File: config.mk
export PLATFORM = sky130hd
export DESIGN_NAME = regfile_writeback_arbiter
export DESIGN_NICKNAME = d
export VERILOG_FILES = /design/src/rtl/regfile_writeback_arbiter.sv
export SDC_FILE = /design/constraint.sdc
export NUM_CORES = 1
export LEC_CHECK = 0
export CAP_MARGIN = 10
export CORE_MARGIN = 2
export CORE_UTILIZATION = 44
export DETAILED_ROUTE_END_ITERATION = 10
export GPL_TIMING_DRIVEN = 0
export PLACE_DENSITY = 0.76
export SLEW_MARGIN = 40
export SYNTH_ARGS = -nofsm -noshare
export SYNTH_HDL_FRONTEND = slang
export SYNTH_SLANG_ARGS = --single-unit
File: constraint.sdc
create_clock -name clk -period 3.1 [get_ports clk]
set_clock_uncertainty 0.15 [all_clocks]
set_input_delay 0.775 -clock clk [delete_from_list [all_inputs] [get_ports clk]]
set_output_delay 0.775 -clock clk [all_outputs]
set_load 0.005 [all_outputs]
File: src/rtl/regfile_writeback_arbiter.sv
// Single register-file write port master: ALU results have priority, LSU results queue in a FIFO.
// Latency: ALU result on the port 1 cycle after acceptance; LSU result at least 2 cycles after push.
// Backpressure: lsu_ready drops when the FIFO is full; alu_stall asserts when the FIFO head has starved too long.
module regfile_writeback_arbiter #(
    parameter int DEPTH        = 2,
    parameter int STARVE_LIMIT = 4
) (
    input  logic        clk,
    input  logic        rstn,
    input  logic        alu_valid,
    input  logic [4:0]  alu_rd,
    input  logic [31:0] alu_data,
    output logic        alu_stall,
    input  logic        lsu_valid,
    output logic        lsu_ready,
    input  logic [4:0]  lsu_rd,
    input  logic [31:0] lsu_data,
    input  logic        lsu_issue_valid,
    input  logic [4:0]  lsu_issue_rd,
    output logic [31:0] pending,
    output logic        RegWrite,
    output logic [4:0]  RD,
    output logic [31:0] WriteData
);

    localparam int AW = $clog2(DEPTH);
    localparam int PW = AW + 1;
    localparam int CW = $clog2(STARVE_LIMIT + 1);

    typedef struct packed {
        logic [4:0]  rd;
        logic [31:0] data;
    } wb_ent_t;

    wb_ent_t        mem [DEPTH];
    wb_ent_t        head;
    logic [PW-1:0]  wr_ptr;
    logic [PW-1:0]  rd_ptr;
    logic [CW-1:0]  starve_cnt;
    logic           fifo_empty;
    logic           fifo_full;
    logic           push;
    logic           pop;
    logic           use_alu;
    logic [31:0]    set_mask;
    logic [31:0]    clr_mask;
    logic [31:0]    pending_nxt;

    // Extra pointer MSB distinguishes full from empty when the index bits match.
    assign fifo_empty = (wr_ptr == rd_ptr);
    assign fifo_full  = (wr_ptr[AW] != rd_ptr[AW]) && (wr_ptr[AW-1:0] == rd_ptr[AW-1:0]);
    assign head       = mem[rd_ptr[AW-1:0]];

    assign lsu_ready = rstn && !fifo_full;
    assign alu_stall = rstn && !fifo_empty && (starve_cnt == CW'(STARVE_LIMIT));

    assign push    = lsu_valid && lsu_ready;
    assign pop     = rstn && (alu_stall || (!alu_valid && !fifo_empty));
    assign use_alu = rstn && !alu_stall && alu_valid;

    always_ff @(posedge clk) begin
        if (push) begin
            mem[wr_ptr[AW-1:0]] <= '{rd: lsu_rd, data: lsu_data};
        end
    end

    always_ff @(posedge clk) begin
        if (!rstn) begin
            wr_ptr     <= '0;
            rd_ptr     <= '0;
            starve_cnt <= '0;
        end else begin
            if (push) begin
                wr_ptr <= wr_ptr + PW'(1);
            end
            if (pop) begin
                rd_ptr <= rd_ptr + PW'(1);
            end
            if (pop || fifo_empty) begin
                starve_cnt <= '0;
            end else if (starve_cnt != CW'(STARVE_LIMIT)) begin
                starve_cnt <= starve_cnt + CW'(1);
            end
        end
    end

    // Set beats clear so a reissued load to a just-retiring rd stays tracked.
    always_comb begin
        set_mask = '0;
        clr_mask = '0;
        if (lsu_issue_valid && (lsu_issue_rd != 5'd0)) begin
            set_mask[lsu_issue_rd] = 1'b1;
        end
        if (pop) begin
            clr_mask[head.rd] = 1'b1;
        end
        pending_nxt = ((pending & ~clr_mask) | set_mask) & ~32'h1;
    end

    always_ff @(posedge clk) begin
        if (!rstn) begin
            pending <= '0;
        end else begin
            pending <= pending_nxt;
        end
    end

    // x0 writes still load RD/WriteData but never assert the enable.
    always_ff @(posedge clk) begin
        if (!rstn) begin
            RegWrite  <= 1'b0;
            RD        <= '0;
            WriteData <= '0;
        end else if (pop) begin
            RegWrite  <= (head.rd != 5'd0);
            RD        <= head.rd;
            WriteData <= head.data;
        end else if (use_alu) begin
            RegWrite  <= (alu_rd != 5'd0);
            RD        <= alu_rd;
            WriteData <= alu_data;
        end else begin
            RegWrite  <= 1'b0;
        end
    end

endmodule

======== Word-level counts from Yosys, hierarchy flattened ========
Memory sizes are Yosys's and may differ from the RTL's. A register that Yosys moved wholly into a read port is not among the register bits.
Cells that the tools add are included.
storage, ports and cells
  register bits after elaboration ......... 77
  memory bits (writable) .................. 74
  input bits .............................. 84
  logic and storage cells ................. 64
  memories kept ........................... 1
memories
  name  depth  width  read ports  clocked after Yosys merged registers in  write ports  line  RTL
  mem   2      37     1           1                                        1            35    wb_ent_t mem [DEPTH];
operators by class
  $add $sub $neg .......................... 3
  $lt $le $gt $ge ......................... 4
  eq/ne operators ......................... 5
  multiplexer cells ....................... 16
  bitwise logic cells ..................... 4
  reduce and logical (&&, ||, !) cells .... 23
operator list
  operator                                                                              count
  32-bit two-way mux                                                                    4
  32-bit bitwise AND                                                                    1
  32-bit inverter                                                                       1
  32-bit OR                                                                             1
  5-bit nonzero test                                                                    3
  1-bit logical AND                                                                     12
  5-bit by 6-bit less-than comparator with 1-bit output (second input constant)         2
  1-bit demux with 5-bit select                                                         2
  5-bit by 1-bit greater-or-equal comparator with 1-bit output (second input constant)  2
  5-bit two-way mux                                                                     2
  1-bit two-way mux                                                                     8
  2-bit by 1-bit adder with 2-bit output (second input constant)                        2
  1-bit logical NOT                                                                     4
  3-bit by 1-bit adder with 3-bit output (second input constant)                        1
  3-bit equality test (second input constant)                                           1
  3-bit != test (second input constant)                                                 1
  2-bit equality test                                                                   1
  1-bit logical OR                                                                      2
  2-bit nonzero test                                                                    1
  2-bit OR reduction                                                                    1
  1-bit equality test                                                                   1
  1-bit != test                                                                         1
  1-bit inverter                                                                        1

======== Longest topological paths before layout ========
Gate-level depths: netlist (run 1).
  word-level depth ........................ 10
  depth in mapped cells ................... 8
  gate-level depth less buffers ........... 6

======== Least setup slack after synthesis (run 1) ========
Ideal clock, no wire load.
  kind .................................... input-to-reg
  start ................................... input rstn
  end ..................................... memory mem[0][0] (netlist name) (enable)
  library setup time ...................... 0.431 ns
  arrival ................................. 2.858 ns
  data required time ...................... 2.519 ns
  path slack .............................. -0.339 ns
  stages .................................. 4
  buffers on the path ..................... 1
  cell sequence ........................... clkbuf_1 o21a_1 nand2_1 nor2_1
between the ends
  longest elaborated chain between the ends .. 4
RTL lines
  what                                     line  RTL
  start, declared                          9     input logic rstn,
  1-bit logical AND                        54    assign lsu_ready = rstn && !fifo_full;
  via lsu_ready                            15    output logic lsu_ready,
  1-bit logical AND                        57    assign push = lsu_valid && lsu_ready;
  1-bit two-way mux                        62    if (push) begin
  1-bit two-way mux (not written as such)  63    mem[wr_ptr[AW-1:0]] <= '{rd: lsu_rd, data: lsu_data};
  end, declared                            35
The timed path passes the listed nets, and every way through them passes these cells.

======== Worst setup path after layout (run 1) ========
  start ................................... input rstn
  end ..................................... output alu_stall
between the ends
  longest elaborated chain between the ends .. 2
RTL lines
  what                            line  RTL
  1-bit logical AND (2 in a row)  55    assign alu_stall = rstn && !fifo_empty && (starve_cnt == CW'(STARVE_LIMIT));
  end, declared                   13    output logic alu_stall,
No other way between the ends.

==> impl_metrics.csv, run 1 <==
group,metric,value,unit
outcome,status,"finished clean",
synthesis,synth_seq_area_share,0.6175,
grt,grt_max_degree,38,
timing,finalHoldViolCount,0,
setup_path,crit_required,2.17,ns
floorplanning,fp.dieW,121.7,um
clock_tree,clkLatencyLatePin,0.43,ns
synthesis,synth_edf_count,74,
floorplanning,coreArea,13720,um2
final_layout,final_nets,752,
timing,max_freq,333.6,MHz
synthesis,synth_nets,575,
timing,fin_tns_setup,0,ns
final_layout,n_antenna_cell,0,
final_layout,fillers,1094,
placed_design,portBuffers,154,
routing,postRouteAntennaNets,0,
timing,fin_crit_sh,0.9669,
clock_tree,cts_buffers,17,
setup_path,cp.arrival,2.07,ns
timing,fin_crit,2.997,ns
grt,antenna_found_initial,0,
synthesis,yosys_register_bits,151,
routing,drc,0,
placed_design,hpwlAfterDp,11820,um
floorplanning,ios,156,
setup_path,path_cells,"dlygate4sd2_1 > clkbuf_8 > nand2_1 > nor2_1 > clkdlybuf4s50_1",
power_and_ir_drop,p_per_area,675.1,nW/um2
setup_path,r2r-end,"WriteData[24]",
routing,drt_iter0_drc,443,
worst_hold_path,worst_hold_path_type,"register to register",
grt,grt_pass1_wl,25880,um
power_and_ir_drop,power,5.799,mW
synthesis,async_flop_share,0,
setup_path,r2r-start,"wr_ptr[0]",
setup_path,cpMaxStageDelayCell,"clkdlybuf4s50_1",
worst_hold_path,hold_start,"starve_cnt[0]",
timing,drv_slew,0,
timing,layout_setup_ws,0.1025,ns
floorplanning,start_util,0.4442,
synthesis,syn-cell-area,6095,um2
clock_tree,tritoncts,"done",
floorplanning,dieArea,14810,um2
final_layout,drive_gt1_frac,0.08837,
routing,post_drt_wl_per_cell,19.24,um
floorplanning,die_h,121.7,um
setup_path,rrSetupSlack,0.79,ns
placed_design,dp_cells,825,
clock_tree,cts_hold_buf,0,
clock_tree,cts_root_buffer,"clkbuf_16",
clock_tree,cts_buffer_depth,2,
timing,worst-slew-pin-transition,0.7646,ns
timing,slew_headroom,0.4859,
routing,first_pass_iters,5,
setup_path,worstRegToRegCells,6,
setup_path,cp-end-kind,"primary output",
grt,grt_pass1_vias,5001,
synthesis,yosys_warnings,0,
timing,rsz0062_at_grt,"no",
power_and_ir_drop,vdd_drop_max,453.6,uV
setup_path,cp_max_fo,10,
setup_path,crit_type,"input port to primary output",
grt,overflow,0,
worst_hold_path,min_to,"starve_cnt[0]",
setup_path,start_kind,"input port",
placed_design,globalplace.congestion,0.8287,
power_and_ir_drop,power.leakage,2.897,nW
clock_tree,htree_levels,4,
worst_hold_path,min_path_cells,1,
setup_path,slowest_delay,0.54,ns
final_layout,syn2layout_area_growth,40.94,%
synthesis,ys_types,45,
floorplanning,core.rowCount,43,
synthesis,netlist_instances,489,
synthesis,avgSynthCellArea,12.46,um2
final_layout,final_cells,859,
placed_design,dp_slack,-0.4832,ns
timing,finalSetupViolations,0,
clock_tree,clock_sinks,151,
routing,wl,16530,um
clock_tree,clk_pin_slew,0.06,ns
grt,grt_usage,0.2307,
run,maxCapViolations,0,
routing,vias,4855,
synthesis,ys.flop_type,"dfxtp_1",
routing,vias_per_cell,5.652,
state kept, by name, indices dropped and copies added, names as in the netlist, named ones only:
name,cells
wr_ptr,2
WriteData,32
RD,5
rd_ptr,2
RegWrite,1
starve_cnt,3
pending,31
mem,74
what timing repair did:
item,CTS,global route
pin swaps,0,1
hold endpoints to repair,0,0
buffers inserted,0,2
gates resized for setup,7,1
cloned,0,0
setup endpoints to repair,2,1
logic make-up (layout without fill, tap and decap cells):
group / after synthesis / in the layout / synth area share
buffers and inverters: 39 / 229 / 0.03182
other: 1 / 1 / 0.0006153
XOR/XNOR: 5 / 5 / 0.008419
multiplexers: 38 / 38 / 0.06262
flip-flops: 151 / 151 / 0.6175
AO/OA/AOI/OAI: 158 / 158 / 0.2020
AND/OR/NAND/NOR: 95 / 95 / 0.07288
adder cells (fa/ha/maj): 2 / 2 / 0.004105
where the power goes:
group          switching [mW]  leakage (nW)  internal (mW)
clock network           0.798         0.300           1.36
logic                   0.647          1.29          0.616
registers               0.100          1.31           2.28
total                    1.55          2.90           4.25
worst max-delay path, delay by kind of cell:
family        cells  cell delay (ns)
simple gates      2             0.23
buf+inv           3             1.07
per-layer routing:
metal	share of wire	global-route usage	up-vias
met2	0.50	0.3961	219
met3	0.082	0.07069	34
met1	0.39	0.2690	2344
li1	-	-	2258
met4	0.023	0.09555	0
met5	0	0	-
cells in the mapped netlist, drive strengths merged, types with 3 or more instances:
library cell	n	area, um2
o21ai	6	30.03
clkbuf	16	60.06
edfxtp	74	2222
buf	16	107.6
a21oi	35	175.2
a311oi	28	245.2
inv	7	26.28
nand2	37	138.9
nor2	23	86.33
a22o	36	315.3
dfxtp	77	1541
o2bb2ai	38	332.8
xor2	4	42.55
o2111ai	3	26.28
nor2b	11	68.82
mux2i	37	370.4
nor3	9	50.05
nand2b	4	25.02
how the worst max path moves through the flow:
stage	slack, ns	endpoint	cells past startpoint	from
2_1_floorplan	0.27	mem[0][0]	4	rstn
3_3_place_gp	-1.09	mem[0][27]	5	rstn
3_5_place_dp	-0.48	alu_stall	5	rstn
4_1_cts	0.006	alu_stall	5	wr_ptr[0]
5_1_grt	0.04	alu_stall	5	rstn
6_report	0.10	alu_stall	5	rstn
area by class of cell:
class	count	area [um2]	area share
multi-input cells	299	2158	0.2513
flip-flops and latches	151	3766	0.4385
inverters	7	28.78	0.003350
clock inverters	13	180.2	0.02098
well taps	180	225.2	0.02622
plain buffers	32	177.7	0.02068
clock buffers	19	442.9	0.05157
repair buffers	158	1610	0.1875
stage by stage:
stage	utilization	area [um2]	hold WS, ns
global placement	0.5732	7864	0.2915
detailed placement	0.5777	7926	0.3126
CTS	0.6248	8572	0.3207
floorplan	-	6097	0.2820
global route	0.6261	8589	0.3449
finish	0.6261	8589	0.3180
cell usage in the layout, fill, tap and decap left out, types with 4 or more instances in the layout:
cell type	synthesis	final
bufinv_16	0	4
clkbuf_16	0	17
buf_6	4	4
nand2_1	37	37
clkdlybuf4s50_1	0	153
inv_1	7	6
a22o_1	36	36
buf_2	11	11
nor2b_1	11	11
o21ai_0	6	6
edfxtp_1	74	74
clkbuf_1	16	16
o2bb2ai_1	38	38
dfxtp_1	77	75
a21oi_1	35	35
mux2i_1	37	37
nor2_1	23	22
nor3_1	8	8
a311oi_1	28	28
Power figures use the tool's default switching activity.
==> inputs of run 2 (changes only) <==
CORE_UTILIZATION = 46   (was 44)
CTS_BUF_LIST = sky130_fd_sc_hd__clkbuf_8   (was unset)
PLACE_DENSITY = 0.79   (was 0.76)
==> run 2 against run 1 <==
  * Sequential share of layout area rose by 1.2 points
  * First-iteration DRC count decreased by 8.8%
  * Register-to-register slack is essentially flat
  * Sequential power is essentially flat
  * Combinational power is essentially flat
  * Setup slack worse by 0.017 ns
==> impl_metrics.csv, run 2 (synthesis gave the netlist of run 1 again) <==
group,metric,value,unit
setup_path,r2r-end,"WriteData[21]",
timing,fin_crit_sh,0.9725,
setup_path,crit_type,"input port to primary output",
clock_tree,clk_pin_slew,0.07,ns
setup_path,slowest_delay,0.51,ns
power_and_ir_drop,vdd_drop_max,301.6,uV
grt,grt_pass1_wl,24840,um
timing,finalHoldViolCount,0,
routing,postRouteAntennaNets,0,
timing,worst-slew-pin-transition,0.7874,ns
setup_path,cp.arrival,2.09,ns
run,maxCapViolations,0,
setup_path,r2r-start,"wr_ptr[0]",
worst_hold_path,min_to,"starve_cnt[0]",
clock_tree,htree_levels,4,
grt,grt_usage,0.2259,
floorplanning,dieArea,14190,um2
routing,post_drt_wl_per_cell,18.65,um
power_and_ir_drop,p_per_area,604.0,nW/um2
floorplanning,core.rowCount,42,
clock_tree,clock_sinks,151,
floorplanning,die_h,119.1,um
routing,drc,0,
setup_path,cp_max_fo,10,
setup_path,start_kind,"input port",
routing,drt_iter0_drc,404,
timing,drv_slew,0,
power_and_ir_drop,power.leakage,2.803,nW
final_layout,layout_commonest_cell,"clkdlybuf4s50_1",
grt,antenna_found_initial,0,
placed_design,portBuffers,154,
grt,grt_max_degree,23,
clock_tree,cts_buffers,17,
clock_tree,clkLatencyLatePin,0.46,ns
final_layout,syn2layout_area_growth,37.22,%
setup_path,cpMaxStageDelayCell,"clkdlybuf4s50_1",
floorplanning,ios,156,
final_layout,n_antenna_cell,0,
clock_tree,tritoncts,"done",
placed_design,globalplace.congestion,0.8803,
clock_tree,cts_buffer_depth,2,
timing,fin_crit,3.015,ns
power_and_ir_drop,power,5.052,mW
routing,vias_per_cell,5.727,
final_layout,largest_reg_flops,74,
placed_design,hpwlAfterDp,11620,um
timing,finalSetupViolations,0,
worst_hold_path,min_path_cells,1,
clock_tree,cts_root_buffer,"clkbuf_8",
routing,vias,4897,
worst_hold_path,hold_start,"starve_cnt[0]",
timing,whs,0.3251,ns
floorplanning,fp.dieW,119.1,um
grt,grt_pass1_vias,4909,
routing,wl,15940,um
timing,max_freq,331.7,MHz
setup_path,rrSetupSlack,0.79,ns
final_layout,fillers,982,
worst_hold_path,worst_hold_path_type,"register to register",
final_layout,drive_gt1_frac,0.08689,
setup_path,path_cells,"clkdlybuf4s15_1 > clkbuf_8 > nand2_1 > nor2_1 > clkdlybuf4s50_1",
floorplanning,coreArea,13090,um2
final_layout,final_nets,752,
final_layout,layout_common_cells,"153 x clkdlybuf4s50_1, 75 x dfxtp_1, 74 x edfxtp_1",
timing,rsz0062_at_grt,"no",
clock_tree,cts_hold_buf,0,
setup_path,worstRegToRegCells,6,
grt,overflow,0,
floorplanning,start_util,0.4658,
routing,first_pass_iters,5,
outcome,status,"finished clean",
setup_path,cp-end-kind,"primary output",
setup_path,crit_required,2.17,ns
timing,slew_headroom,0.4706,
[run 2: cell types whose count changed in the layout (fill, tap and decap cells not counted), moves of 2 or more]
| cell | change |
|---|---|
| clkbuf_8 | +16 |
| clkbuf_16 | -17 |
| bufinv_16 | -2 |
| inv_1 | +3 |
[run 2: power breakdown]
| part | total (mW) | internal [mW] | switching, mW |
|---|---|---|---|
| Combinational | 1.26 | 0.619 | 0.641 |
| Sequential | 2.37 | 2.27 | 0.0968 |
| Clock | 1.42 | 0.701 | 0.722 |
[run 2: area by class of cell]
class	count	area [um2]	share of cell area
clock buffers	17	234.0	0.02798
clock inverters	15	138.9	0.01661
multi-input cells	299	2168	0.2593
repair buffers	158	1632	0.1951
flip-flops and latches	151	3766	0.4503
inverters	7	26.28	0.003142
well taps	176	220.2	0.02633
plain buffers	32	177.7	0.02124
[run 2: worst max path at each step]
| stage | slack, ns | from | to | cells past startpoint |
|---|---|---|---|---|
| after global placement | -1.12 | rstn | mem[0][7] | 5 |
| after floorplan | 0.27 | rstn | mem[0][0] | 4 |
| after global routing | 0.03 | rstn | alu_stall | 5 |
| after detailed placement | -0.57 | rstn | alu_stall | 5 |
| after CTS | 0.008 | wr_ptr[0] | alu_stall | 5 |
| final | 0.09 | rstn | alu_stall | 5 |
[run 2: critical path, delay by kind of cell]
kind / cells / cell delay [ns]
buf+inv: 3 / 1.06
simple gates: 2 / 0.25
[run 2: what timing repair did]
item / CTS / global route
resized for setup: 7 / 2
pin swaps: 0 / 1
setup endpoints to repair: 2 / 1
setup buffers: 0 / 1
[run 2: per-layer routing]
layer  vias to the layer above  track usage  routed length (um)
met2                       263       0.3664                7592
li1                       2261            -                   -
met1                      2333       0.2746                6489
met4                         0      0.09673                 387
met5                         -            0                   0
met3                        40      0.07663                1472
[run 2: metrics by stage]
| stage | util | worst slack, ns | TNS, ns | area, um2 | std cells |
|---|---|---|---|---|---|
| 2_1_floorplan | - | 0.2711 | 0 | 6097 | 489 |
| 3_3_place_gp | 0.6006 | -1.120 | -71.30 | 7859 | 819 |
| 3_5_place_dp | 0.6073 | -0.5655 | -7.050 | 7946 | 822 |
| 4_1_cts | 0.6375 | 0.008207 | 0 | 8342 | 854 |
| 5_1_grt | 0.6391 | 0.03026 | 0 | 8363 | 855 |
| 6_report | 0.6391 | 0.08518 | 0 | 8363 | 855 |
==> inputs of run 3 (changes only) <==
CORE_MARGIN = unset   (was 2)
==> run 3 against run 2 <==
  * Sequential power about the same
  * Wire length about the same
  * Setup slack improved by 0.055 ns
  * Clock power increased by 7%
  * Cell area decreased by 0.25%
  * Core utilization increased by 1.4 points
  * Combinational power about the same
==> impl_metrics.csv, run 3 (synthesis gave the netlist of run 1 again) <==
group,metric,value,unit
routing,vias_per_cell,5.644,
timing,whs,0.3084,ns
setup_path,start_kind,"input port",
outcome,status,"finished clean",
timing,fin_crit,2.960,ns
final_layout,largest_reg_flops,74,
final_layout,fillers,957,
routing,wl_met3,1205,um
floorplanning,core.rowCount,41,
clock_tree,clk_pin_slew,0.08,ns
timing,drv_slew,0,
final_layout,drive_gt1_frac,0.08997,
routing,postRouteAntennaNets,0,
final_layout,layout_commonest_cell,"clkdlybuf4s50_1",
routing,first_pass_iters,5,
placed_design,dp_cells,817,
grt,grt_pass1_vias,4815,
routing,wl,15960,um
grt,grt_max_degree,38,
final_layout,final_cells,850,
routing,drt_iter0_drc,323,
routing,met1_length,6720,um
worst_hold_path,worst_hold_path_type,"register to register",
power_and_ir_drop,p_per_area,616.6,nW/um2
grt,overflow,0,
floorplanning,dieArea,13710,um2
routing,top_layer,"met4",
timing,rsz0062_at_grt,"no",
final_layout,n_antenna_cell,0,
timing,fin_tns_setup,0,ns
floorplanning,coreArea,12770,um2
final_layout,final_nets,751,
clock_tree,cts_buffer_depth,2,
floorplanning,ios,156,
clock_tree,cts_buffers,17,
timing,slew_headroom,0.3988,
run,maxCapViolations,0,
routing,met2_length,7747,um
clock_tree,cts_root_buffer,"clkbuf_8",
final_layout,syn2layout_area_growth,36.87,%
routing,drc,0,
setup_path,crit_type,"input port to primary output",
routing,vias,4797,
clock_tree,clkLatencyLatePin,0.46,ns
placed_design,hpwlAfterDp,11280,um
power_and_ir_drop,vdd_drop_max,515.2,uV
grt,antenna_found_initial,0,
timing,max_freq,337.8,MHz
power_and_ir_drop,power.leakage,2.787,nW
clock_tree,clock_sinks,151,
clock_tree,htree_levels,4,
timing,worst-slew-pin-transition,0.8941,ns
timing,finalSetupViolations,0,
clock_tree,cts_hold_buf,0,
floorplanning,die_h,117.1,um
final_layout,seqCellArea,3766,um2
clock_tree,tritoncts,"done",
placed_design,globalplace.congestion,0.8766,
timing,layout_setup_ws,0.1397,ns
grt,grt_usage,0.2388,
placed_design,dp_slack,-0.4840,ns
setup_path,crit_required,2.17,ns
final_layout,layout_common_cells,"153 x clkdlybuf4s50_1, 75 x dfxtp_1, 74 x edfxtp_1",
grt,grt_pass1_wl,24240,um
final_layout,multiInputGateArea,2163,um2
floorplanning,start_util,0.4771,
timing,fin_crit_sh,0.9549,
setup_path,cp-end-kind,"primary output",
placed_design,portBuffers,154,
setup_path,cp_max_fo,10,
floorplanning,fp.dieW,117.1,um
routing,post_drt_wl_per_cell,18.77,um
setup_path,cp.arrival,2.04,ns
timing,finalHoldViolCount,0,
## run 3: changes by cell type in the layout (fill, tap and decap cells not counted), sizes merged
cell           previous run  this run
buf                      20        19
inv                      11        13
clkdlybuf4s15             1         0
clkinv                    6         4
dlygate4sd2               0         1
## run 3: final timing paths
check,startpoint,end,slack (ns),cells past startpoint
worst max-delay path,rstn,alu_stall,0.14,5
worst min-delay path,starve_cnt[0],starve_cnt[0],0.31,1
worst max register to register,wr_ptr[0],WriteData[28],0.74,6
worst min register to register,starve_cnt[0],starve_cnt[0],0.31,1
## run 3: report_power, final
group	switching [mW]	internal, mW
clock	0.792	0.730
combinational	0.642	0.609
sequential	0.0989	2.27
## run 3: routing by layer
layer / global-route usage / vias up
li1: - / 2251
met1: 0.2844 / 2325
met2: 0.4051 / 191
met3: 0.07003 / 30
met4: 0.09958 / 0
met5: 0 / -
## run 3: layout make-up
| class | instances | share of cell area |
|---|---|---|
| plain buffers | 32 | 0.02130 |
| clock buffers | 17 | 0.02805 |
| clock inverters | 15 | 0.01995 |
| inverters | 7 | 0.003450 |
| multi-input cells | 299 | 0.2593 |
| flip-flops and latches | 151 | 0.4515 |
| well taps | 172 | 0.02580 |
| repair buffers | 157 | 0.1906 |
## run 3: what timing repair did
| action | CTS | global route |
|---|---|---|
| resized for setup | 8 | 0 |
| endpoints found under the setup margin | 2 | 1 |
| cloned | 0 | 0 |
| setup buffers | 0 | 1 |
| pin swaps | 0 | 1 |
## run 3: metrics by stage
step	total power [mW]	instance area [um2]	utilization
4_1_cts	5.156	8334	0.6525
3_5_place_dp	3.623	7904	0.6188
5_1_grt	5.350	8342	0.6531
6_report	5.144	8342	0.6531
2_1_floorplan	3.073	6097	-
3_3_place_gp	3.578	7854	0.6149
## run 3: critical path: stages
cell and delay, ns:
dlygate4sd2_1 0.30, clkbuf_8 0.22, nand2_1 0.11, nor2_1 0.12, clkdlybuf4s50_1 0.51
